[src/rtl/bp_update_scheduler_if.sv]
// Request/write bundle for bp_update_scheduler.
// slave : the scheduler itself (accepts ID/EX requests, drives the table write port)
// master: the pipeline control / predictor storage side
interface bp_update_scheduler_if #(
    parameter int WORD_SIZE = 16,
    parameter int IDX_SIZE  = 8
);
    // ID-stage target install request (flow-controlled)
    logic                          id_req_valid;
    logic                          id_req_ready;
    logic [WORD_SIZE-1:0]          id_req_pc;
    logic [WORD_SIZE-1:0]          id_req_target;

    // EX-stage branch resolution (never stalled)
    logic                          ex_req_valid;
    logic [WORD_SIZE-1:0]          ex_req_pc;
    logic                          ex_req_correct;

    // Shared predictor table write port
    logic                          wr_en;
    logic [1:0]                    wr_op;
    logic [IDX_SIZE-1:0]           wr_idx;
    logic [WORD_SIZE-IDX_SIZE-1:0] wr_tag;
    logic [WORD_SIZE-1:0]          wr_target;
    logic                          wr_correct;

    modport slave (
        input  id_req_valid, id_req_pc, id_req_target,
        input  ex_req_valid, ex_req_pc, ex_req_correct,
        output id_req_ready,
        output wr_en, wr_op, wr_idx, wr_tag, wr_target, wr_correct
    );

    modport master (
        output id_req_valid, id_req_pc, id_req_target,
        output ex_req_valid, ex_req_pc, ex_req_correct,
        input  id_req_ready,
        input  wr_en, wr_op, wr_idx, wr_tag, wr_target, wr_correct
    );
endinterface

[src/rtl/bp_update_scheduler.sv]
// bp_update_scheduler: serialises all branch-predictor table writes through
// one write port. After reset it clears every table entry (one per cycle),
// then arbitrates EX-stage BHT updates (highest priority, never stalled)
// against ID-stage target installs (queued in a small FIFO).
// Optional build macro: BP_STATS_EN adds saturating BHT correct/mispredict
// counters on ports stat_correct / stat_mispredict.
module bp_update_scheduler #(
    parameter int WORD_SIZE  = 16,
    parameter int IDX_SIZE   = 8,
    parameter int FIFO_DEPTH = 4
) (
    input  logic                   clk,
    input  logic                   reset_n,
    output logic                   init_busy,
    bp_update_scheduler_if.slave   bus
`ifdef BP_STATS_EN
    ,
    output logic [15:0]            stat_correct,
    output logic [15:0]            stat_mispredict
`endif
);

    localparam int TAG_W = WORD_SIZE - IDX_SIZE;
    localparam int PTR_W = $clog2(FIFO_DEPTH);
    localparam int CNT_W = PTR_W + 1;
    localparam logic [CNT_W-1:0] DEPTH_C = CNT_W'(FIFO_DEPTH);

    localparam logic [1:0] OP_CLEAR   = 2'd0;
    localparam logic [1:0] OP_INSTALL = 2'd1;
    localparam logic [1:0] OP_BHT     = 2'd2;

    typedef enum logic [0:0] {
        ST_INIT = 1'b0,
        ST_RUN  = 1'b1
    } state_t;

    // Table index part of a PC
    function automatic logic [IDX_SIZE-1:0] idx_of(input logic [WORD_SIZE-1:0] pc);
        return pc[IDX_SIZE-1:0];
    endfunction

    // Tag part of a PC
    function automatic logic [TAG_W-1:0] tag_of(input logic [WORD_SIZE-1:0] pc);
        return pc[WORD_SIZE-1:IDX_SIZE];
    endfunction

    state_t                 state_r;
    state_t                 state_nxt_s;
    logic [IDX_SIZE-1:0]    sweep_cnt_r;
    logic                   sweep_last_s;

    logic [WORD_SIZE-1:0]   fifo_pc_r     [FIFO_DEPTH];
    logic [WORD_SIZE-1:0]   fifo_target_r [FIFO_DEPTH];
    logic [PTR_W-1:0]       rd_ptr_r;
    logic [PTR_W-1:0]       wr_ptr_r;
    logic [CNT_W-1:0]       count_r;
    logic [WORD_SIZE-1:0]   head_pc_s;
    logic [WORD_SIZE-1:0]   head_target_s;

    logic                   id_ready_s;
    logic                   accept_s;
    logic                   issue_bht_s;
    logic                   pop_s;
    logic                   bypass_s;
    logic                   push_s;

    logic                   wr_en_nxt_s;
    logic [1:0]             wr_op_nxt_s;
    logic [IDX_SIZE-1:0]    wr_idx_nxt_s;
    logic [TAG_W-1:0]       wr_tag_nxt_s;
    logic [WORD_SIZE-1:0]   wr_target_nxt_s;
    logic                   wr_correct_nxt_s;

    logic                   wr_en_r;
    logic [1:0]             wr_op_r;
    logic [IDX_SIZE-1:0]    wr_idx_r;
    logic [TAG_W-1:0]       wr_tag_r;
    logic [WORD_SIZE-1:0]   wr_target_r;
    logic                   wr_correct_r;
    logic                   init_busy_r;

    assign sweep_last_s  = (sweep_cnt_r == {IDX_SIZE{1'b1}});
    assign head_pc_s     = fifo_pc_r[rd_ptr_r];
    assign head_target_s = fifo_target_r[rd_ptr_r];

    // Arbitration: EX first, then oldest queued install, then same-cycle bypass
    always_comb begin
        id_ready_s  = (state_r == ST_RUN) && (count_r < DEPTH_C);
        accept_s    = bus.id_req_valid && id_ready_s;
        issue_bht_s = 1'b0;
        pop_s       = 1'b0;
        bypass_s    = 1'b0;
        if (state_r == ST_RUN) begin
            if (bus.ex_req_valid) begin
                issue_bht_s = 1'b1;
            end else if (count_r != {CNT_W{1'b0}}) begin
                pop_s = 1'b1;
            end else if (accept_s) begin
                bypass_s = 1'b1;
            end else begin
                bypass_s = 1'b0;
            end
        end else begin
            issue_bht_s = 1'b0;
        end
        push_s = accept_s && !bypass_s;
    end

    assign bus.id_req_ready = id_ready_s;

    // FSM state register
    always_ff @(posedge clk) begin
        if (!reset_n) begin
            state_r <= ST_INIT;
        end else begin
            state_r <= state_nxt_s;
        end
    end

    // FSM next state: leave INIT on the edge that clears the last entry
    always_comb begin
        state_nxt_s = state_r;
        case (state_r)
            ST_INIT: begin
                if (sweep_last_s) begin
                    state_nxt_s = ST_RUN;
                end else begin
                    state_nxt_s = ST_INIT;
                end
            end
            ST_RUN:  state_nxt_s = ST_RUN;
            default: state_nxt_s = ST_INIT;
        endcase
    end

    // FSM outputs: next values of the write port (fields hold when idle)
    always_comb begin
        wr_en_nxt_s      = 1'b0;
        wr_op_nxt_s      = wr_op_r;
        wr_idx_nxt_s     = wr_idx_r;
        wr_tag_nxt_s     = wr_tag_r;
        wr_target_nxt_s  = wr_target_r;
        wr_correct_nxt_s = wr_correct_r;
        case (state_r)
            ST_INIT: begin
                wr_en_nxt_s      = 1'b1;
                wr_op_nxt_s      = OP_CLEAR;
                wr_idx_nxt_s     = sweep_cnt_r;
                wr_tag_nxt_s     = {TAG_W{1'b0}};
                wr_target_nxt_s  = {WORD_SIZE{1'b0}};
                wr_correct_nxt_s = 1'b0;
            end
            ST_RUN: begin
                if (issue_bht_s) begin
                    wr_en_nxt_s      = 1'b1;
                    wr_op_nxt_s      = OP_BHT;
                    wr_idx_nxt_s     = idx_of(bus.ex_req_pc);
                    wr_tag_nxt_s     = tag_of(bus.ex_req_pc);
                    wr_target_nxt_s  = {WORD_SIZE{1'b0}};
                    wr_correct_nxt_s = bus.ex_req_correct;
                end else if (pop_s) begin
                    wr_en_nxt_s      = 1'b1;
                    wr_op_nxt_s      = OP_INSTALL;
                    wr_idx_nxt_s     = idx_of(head_pc_s);
                    wr_tag_nxt_s     = tag_of(head_pc_s);
                    wr_target_nxt_s  = head_target_s;
                    wr_correct_nxt_s = 1'b0;
                end else if (bypass_s) begin
                    wr_en_nxt_s      = 1'b1;
                    wr_op_nxt_s      = OP_INSTALL;
                    wr_idx_nxt_s     = idx_of(bus.id_req_pc);
                    wr_tag_nxt_s     = tag_of(bus.id_req_pc);
                    wr_target_nxt_s  = bus.id_req_target;
                    wr_correct_nxt_s = 1'b0;
                end else begin
                    wr_en_nxt_s = 1'b0;
                end
            end
            default: begin
                wr_en_nxt_s = 1'b0;
            end
        endcase
    end

    // Registered write port and init_busy
    always_ff @(posedge clk) begin
        if (!reset_n) begin
            wr_en_r      <= 1'b0;
            wr_op_r      <= OP_CLEAR;
            wr_idx_r     <= {IDX_SIZE{1'b0}};
            wr_tag_r     <= {TAG_W{1'b0}};
            wr_target_r  <= {WORD_SIZE{1'b0}};
            wr_correct_r <= 1'b0;
            init_busy_r  <= 1'b1;
        end else begin
            wr_en_r      <= wr_en_nxt_s;
            wr_op_r      <= wr_op_nxt_s;
            wr_idx_r     <= wr_idx_nxt_s;
            wr_tag_r     <= wr_tag_nxt_s;
            wr_target_r  <= wr_target_nxt_s;
            wr_correct_r <= wr_correct_nxt_s;
            init_busy_r  <= (state_nxt_s == ST_INIT);
        end
    end

    assign bus.wr_en      = wr_en_r;
    assign bus.wr_op      = wr_op_r;
    assign bus.wr_idx     = wr_idx_r;
    assign bus.wr_tag     = wr_tag_r;
    assign bus.wr_target  = wr_target_r;
    assign bus.wr_correct = wr_correct_r;
    assign init_busy      = init_busy_r;

    // Clear-sweep index counter, advances only while sweeping
    always_ff @(posedge clk) begin
        if (!reset_n) begin
            sweep_cnt_r <= {IDX_SIZE{1'b0}};
        end else if (state_r == ST_INIT) begin
            sweep_cnt_r <= sweep_cnt_r + {{(IDX_SIZE-1){1'b0}}, 1'b1};
        end else begin
            sweep_cnt_r <= sweep_cnt_r;
        end
    end

    // FIFO pointers and occupancy; reset drops any queued installs
    always_ff @(posedge clk) begin
        if (!reset_n) begin
            rd_ptr_r <= {PTR_W{1'b0}};
            wr_ptr_r <= {PTR_W{1'b0}};
            count_r  <= {CNT_W{1'b0}};
        end else begin
            if (push_s) begin
                wr_ptr_r <= wr_ptr_r + {{(PTR_W-1){1'b0}}, 1'b1};
            end
            if (pop_s) begin
                rd_ptr_r <= rd_ptr_r + {{(PTR_W-1){1'b0}}, 1'b1};
            end
            case ({push_s, pop_s})
                2'b10:   count_r <= count_r + {{(CNT_W-1){1'b0}}, 1'b1};
                2'b01:   count_r <= count_r - {{(CNT_W-1){1'b0}}, 1'b1};
                default: count_r <= count_r;
            endcase
        end
    end

    // FIFO storage, written at the tail on push
    always_ff @(posedge clk) begin
        if (push_s) begin
            fifo_pc_r[wr_ptr_r]     <= bus.id_req_pc;
            fifo_target_r[wr_ptr_r] <= bus.id_req_target;
        end
    end

`ifdef BP_STATS_EN
    logic [15:0] stat_correct_r;
    logic [15:0] stat_mispredict_r;

    // Saturating BHT outcome counters, bumped on the edge the write issues
    always_ff @(posedge clk) begin
        if (!reset_n) begin
            stat_correct_r    <= 16'h0000;
            stat_mispredict_r <= 16'h0000;
        end else if (issue_bht_s) begin
            if (bus.ex_req_correct) begin
                if (stat_correct_r != 16'hFFFF) begin
                    stat_correct_r <= stat_correct_r + 16'h0001;
                end
            end else begin
                if (stat_mispredict_r != 16'hFFFF) begin
                    stat_mispredict_r <= stat_mispredict_r + 16'h0001;
                end
            end
        end
    end

    assign stat_correct    = stat_correct_r;
    assign stat_mispredict = stat_mispredict_r;
`endif

endmodule

[src/flat_wrapper.sv]
// flat-port wrapper written by rule: the top's interface ports become plain ports
module bp_update_scheduler_flat 
#(
    parameter int WORD_SIZE  = 16,
    parameter int IDX_SIZE   = 8,
    parameter int FIFO_DEPTH = 4
)
  (clk, reset_n, init_busy, bus_id_req_valid, bus_id_req_pc, bus_id_req_target, bus_ex_req_valid, bus_ex_req_pc, bus_ex_req_correct, bus_id_req_ready, bus_wr_en, bus_wr_op, bus_wr_idx, bus_wr_tag, bus_wr_target, bus_wr_correct);
  bp_update_scheduler_if #(.WORD_SIZE(WORD_SIZE), .IDX_SIZE(IDX_SIZE)) bus_i ();
  input  logic clk;
  input  logic reset_n;
  output logic init_busy;
  input wire logic [$bits(bus_i.id_req_valid)-1:0] bus_id_req_valid;
  input wire logic [$bits(bus_i.id_req_pc)-1:0] bus_id_req_pc;
  input wire logic [$bits(bus_i.id_req_target)-1:0] bus_id_req_target;
  input wire logic [$bits(bus_i.ex_req_valid)-1:0] bus_ex_req_valid;
  input wire logic [$bits(bus_i.ex_req_pc)-1:0] bus_ex_req_pc;
  input wire logic [$bits(bus_i.ex_req_correct)-1:0] bus_ex_req_correct;
  output wire logic [$bits(bus_i.id_req_ready)-1:0] bus_id_req_ready;
  output wire logic [$bits(bus_i.wr_en)-1:0] bus_wr_en;
  output wire logic [$bits(bus_i.wr_op)-1:0] bus_wr_op;
  output wire logic [$bits(bus_i.wr_idx)-1:0] bus_wr_idx;
  output wire logic [$bits(bus_i.wr_tag)-1:0] bus_wr_tag;
  output wire logic [$bits(bus_i.wr_target)-1:0] bus_wr_target;
  output wire logic [$bits(bus_i.wr_correct)-1:0] bus_wr_correct;
  assign bus_i.id_req_valid = bus_id_req_valid;
  assign bus_i.id_req_pc = bus_id_req_pc;
  assign bus_i.id_req_target = bus_id_req_target;
  assign bus_i.ex_req_valid = bus_ex_req_valid;
  assign bus_i.ex_req_pc = bus_ex_req_pc;
  assign bus_i.ex_req_correct = bus_ex_req_correct;
  assign bus_id_req_ready = bus_i.id_req_ready;
  assign bus_wr_en = bus_i.wr_en;
  assign bus_wr_op = bus_i.wr_op;
  assign bus_wr_idx = bus_i.wr_idx;
  assign bus_wr_tag = bus_i.wr_tag;
  assign bus_wr_target = bus_i.wr_target;
  assign bus_wr_correct = bus_i.wr_correct;
  bp_update_scheduler #(.WORD_SIZE(WORD_SIZE), .IDX_SIZE(IDX_SIZE), .FIFO_DEPTH(FIFO_DEPTH)) u_core (.clk(clk), .reset_n(reset_n), .init_busy(init_busy), .bus(bus_i));
endmodule
[config.mk]
export PLATFORM = sky130hd
export DESIGN_NAME = bp_update_scheduler_flat
export DESIGN_NICKNAME = d
export VERILOG_FILES = /design/src/rtl/bp_update_scheduler_if.sv /design/src/rtl/bp_update_scheduler.sv /design/src/flat_wrapper.sv
export SDC_FILE = /design/constraint.sdc
export NUM_CORES = 1
export LEC_CHECK = 0
export ABC_AREA = 1
export CORE_AREA = 2 2 134 136
export DETAILED_ROUTE_END_ITERATION = 6
export DIE_AREA = 0 0 136 138
export GPL_TIMING_DRIVEN = 0
export PLACE_DENSITY = 0.72
export SLEW_MARGIN = 20
export SYNTH_ARGS = -nofsm -noshare
export SYNTH_HDL_FRONTEND = slang
export SYNTH_SLANG_ARGS = --single-unit
[constraint.sdc]
create_clock -name clk -period 4 [get_ports clk]
set_input_delay 1 -clock clk [delete_from_list [all_inputs] [get_ports clk]]
set_output_delay 1 -clock clk [all_outputs]
set_load 0.03 [all_outputs]
==> impl_metrics.env <==
export IMPL_rr_endpoint="u_core.count_r[2]$_SDFFE_PN0P_"
export IMPL_path_max_fanout=8
export IMPL_die_area_mm2=0.0188
export IMPL_ys_flop_type="edfxtp_1"
export IMPL_drtAntennaViolNets=0
export IMPL_synth_top_cell_area_share_pct=50.1
export IMPL_critPathKind="in2reg"
export IMPL_chipHeight_um=138
export IMPL_p_seq_share_pct=54.5
export IMPL_cts_sinks=183
export IMPL_rrSetupSlack_ns=1.17
export IMPL_synth_edf_count=128
export IMPL_wl_per_cell_um=17.3
export IMPL_floorplan_initialDensity_pct=43.8
export IMPL_status="finished, final reports clean"
export IMPL_cts_max_level=4
export IMPL_synth_cells=781
export IMPL_grtUsageTotal_pct=21.5
export IMPL_pre_cts_ws_ns=0.247
export IMPL_core_area_mm2=0.0175
export IMPL_drive_above_1_share_pct=7.28
export IMPL_critical_path_arrival_ns=3.66
export IMPL_whs_path_depth=1
export IMPL_firstDrtPassIters=5
export IMPL_netSwitchingPower_uw=801
export IMPL_diodes=0
export IMPL_netSwitchingFraction_pct=21.5
export IMPL_io_pins=91
export IMPL_power_internal_mw=2.92
export IMPL_post_cts_setup_buffers=0
export IMPL_endpoint_kind="flop"
export IMPL_r2r_start="u_core.state_r$_SDFF_PN0_"
export IMPL_leakage_nw=3.68
export IMPL_maxCapViolCount=0
export IMPL_rr_worst_depth=9
export IMPL_seq_area_frac_synth_pct=64.4
export IMPL_postCtsResizedCells=0
export IMPL_syn_area_mm2=0.00767
export IMPL_holdBufCountCts=0
export IMPL_drc=0
export IMPL_clk_latency_ns=0.43
export IMPL_grt_max_degree=21
export IMPL_max_vdd_ir_drop_v=0.000315
export IMPL_nFillCells=1528
export IMPL_synth_area_top_cells="edfxtp_1 (50%), dfxtp_1 (14%), nand2_1 (9.9%)"
export IMPL_place_congestion=0.829
export IMPL_p_per_area_mw_per_mm2=390
export IMPL_postSynthAreaPerCell_um2=9.83
export IMPL_yosys_top_cells_count="nand2_1 (203), edfxtp_1 (128), nor2_1 (79), nand3_1 (77), inv_1 (61)"
export IMPL_hp_class="reg2reg"
export IMPL_min_period_ns=3.37
export IMPL_finalCritPeriodShare_pct=84.3
export IMPL_post_dp_hpwl_um=12900
export IMPL_dpl_cell_area_mm2=0.00899
export IMPL_routed_wl_um=19700
export IMPL_relSlewSlack_pct=54.2
export IMPL_numCtsBuffers=17
export IMPL_grt_pass1_vias=5663
export IMPL_final_cell_area_mm2=0.00954
export IMPL_crit_chain="clkdlybuf4s50_1 -> nand3_1 -> inv_1 -> nand2_2 -> ha_1 -> fa_1 -> a21oi_1 -> o21ai_0 -> o21ai_0 -> a21oi_1"
export IMPL_worstHoldStart="u_core.rd_ptr_r[0]$_SDFFE_PN0P_"
export IMPL_clock_fmax_mhz=297
export IMPL_hold_viol_final=0
export IMPL_syn_num_nets=841
export IMPL_crit_required_ns=4.29
export IMPL_drt_iter0_drc=490
export IMPL_yosysWarnings=0
export IMPL_cts_clk_slew_worst_paths_ns=0.07
export IMPL_worst_pin_slew_ns=0.687
export IMPL_antenna_found_initial=0
export IMPL_critPathMaxStageDelay_ns=0.50
export IMPL_ys_types=28
export IMPL_areaGrowthSynthToFinish_pct=24.3
export IMPL_skew_ns=0.0100
export IMPL_synth_most_common_cell="nand2_1"
export IMPL_nNetsFinal=953
export IMPL_rows=49
export IMPL_root_buffer="clkbuf_16"
export IMPL_ys_ff_latch=183
export IMPL_min_to="u_core.rd_ptr_r[0]$_SDFFE_PN0P_"
export IMPL_grt_pass1_wl_um=30400
export IMPL_setup_tns_ns=0
export IMPL_cts_tree="done"
export IMPL_combPwrFrac_pct=3.1
export IMPL_cp_slowest_cell="clkdlybuf4s50_1"
export IMPL_finalSetupViolations=0
export IMPL_die_w_um=136
export IMPL_fin_ws_ns=0.628
export IMPL_clockBufferDepth=2
export IMPL_gr_total_overflow=0
export IMPL_maxSlewViolCount=0
export IMPL_clkPwrFrac_pct=42.4
export IMPL_vias=5907
export IMPL_final_util_pct=54.4
export IMPL_portBuffers=89
export IMPL_rsz0062_at_grt="false"
export IMPL_viasPerCell=5.20
export IMPL_async_flop_share_pct=0
export IMPL_synth_area_leader_cell="edfxtp_1"
export IMPL_startpoint_type="input port"
[critical path, delay by kind of cell]
family | cells | cell delay (ns)
AND/OR/NAND/NOR | 2 | 0.63
adder cells (fa/ha/maj) | 2 | 0.72
AO/OA/AOI/OAI | 4 | 0.58
buffers and inverters | 2 | 0.72
[cells in the final DEF, fill, tap and decap left out]
cell type	netlist	routed
nor2_8	2	2
buf_16	0	4
nor3_1	5	5
o21a_1	16	16
inv_6	0	5
o21ai_1	9	9
fa_1	1	1
nand2_4	2	2
buf_1	1	1
clkbuf_2	3	3
nor2_4	1	5
buf_4	3	3
nand2_2	2	2
clkinvlp_4	0	3
clkbuf_8	0	2
xor2_1	1	1
clkinv_2	0	2
inv_8	0	1
o21ai_0	57	57
nand3_1	77	77
clkdlybuf4s50_1	0	89
dfxtp_1	55	55
ha_1	6	6
clkbuf_16	0	17
buf_2	9	9
buf_6	2	2
nand4_1	8	8
a21oi_1	25	25
clkinv_1	1	1
nand3_4	1	1
inv_1	61	61
edfxtp_1	128	128
nand2_1	203	203
nor2_1	79	75
inv_2	3	3
clkbuf_1	20	22
[power groups by stage]
stage,clock network (mW),registers (mW),logic (mW)
6_report,1.58,2.03,0.117
5_1_grt,1.66,2.03,0.125
4_1_cts,1.59,2.03,0.117
3_5_place_dp,0,2.07,0.116
3_3_place_gp,0,2.07,0.114
2_1_floorplan,0,2.08,0.0237
[cells by family (layout without fill, tap and decap cells)]
logic type	count (synthesis)	after routing	share of synthesized area, %
simple gates	380	380	21.1
fa+ha+maj	7	7	1.24
buf+inv	103	228	5.58
flops	183	183	64.4
xor+xnor	1	1	0.114
compound gates	107	107	7.50
[sequential cells by signal (all words and copies together) (netlist names), named ones only]
signal	count
u_core.fifo_pc_r	64
u_core.fifo_target_r	64
u_core.bus.wr_target	16
u_core.bus.wr_idx	8
u_core.bus.wr_tag	8
u_core.sweep_cnt_r	8
u_core.count_r	3
u_core.bus.wr_op	2
u_core.rd_ptr_r	2
u_core.wr_ptr_r	2
u_core.bus.wr_correct	1
u_core.bus.wr_en	1
u_core.init_busy	1
u_core.state_r	1
[per-stage QoR]
step	hold slack [ns]	total power, mW	std cells
after floorplan	0.454	2.10	781
after global placement	0.454	2.19	1099
after detailed placement	0.468	2.19	1103
after CTS	0.494	3.74	1135
after global routing	0.509	3.81	1135
final	0.498	3.73	1135
[routing by layer]
layer | track usage (%) | vias to the layer above | wire [um]
met3 | 4.07 | 40 | 1250
met2 | 35.6 | 217 | 9730
met5 | 0 | - | 0
met1 | 27.6 | 2812 | 8130
met4 | 8.83 | 0 | 565
li1 | - | 2838 | -
[final cells by class]
type,instances,area (um2),share of cell area [%]
Sequential cell,183,4940,51.8
Multi-Input combinational cell,495,2330,24.4
Timing Repair Buffer,93,1000,10.5
Clock buffer,21,460,4.83
Tap cell,229,287,3.00
Inverter,65,244,2.56
Buffer,38,184,1.93
Clock inverter,11,87.6,0.918
[how the worst max path moves through the flow]
stage	start	end	slack (ns)
global route	bus_id_req_valid	u_core.count_r[2]$_SDFFE_PN0P_	0.58
finish	bus_id_req_valid	u_core.count_r[2]$_SDFFE_PN0P_	0.63
detailed placement	bus_id_req_valid	u_core.count_r[2]$_SDFFE_PN0P_	0.25
floorplan	bus_id_req_valid	u_core.fifo_pc_r[0][0]$_DFFE_PP_	0.78
CTS	bus_id_req_valid	u_core.count_r[2]$_SDFFE_PN0P_	0.66
global placement	bus_id_req_valid	u_core.fifo_pc_r[1][12]$_DFFE_PP_	-1.16
Note: power is estimated with default switching activity, not from simulation.
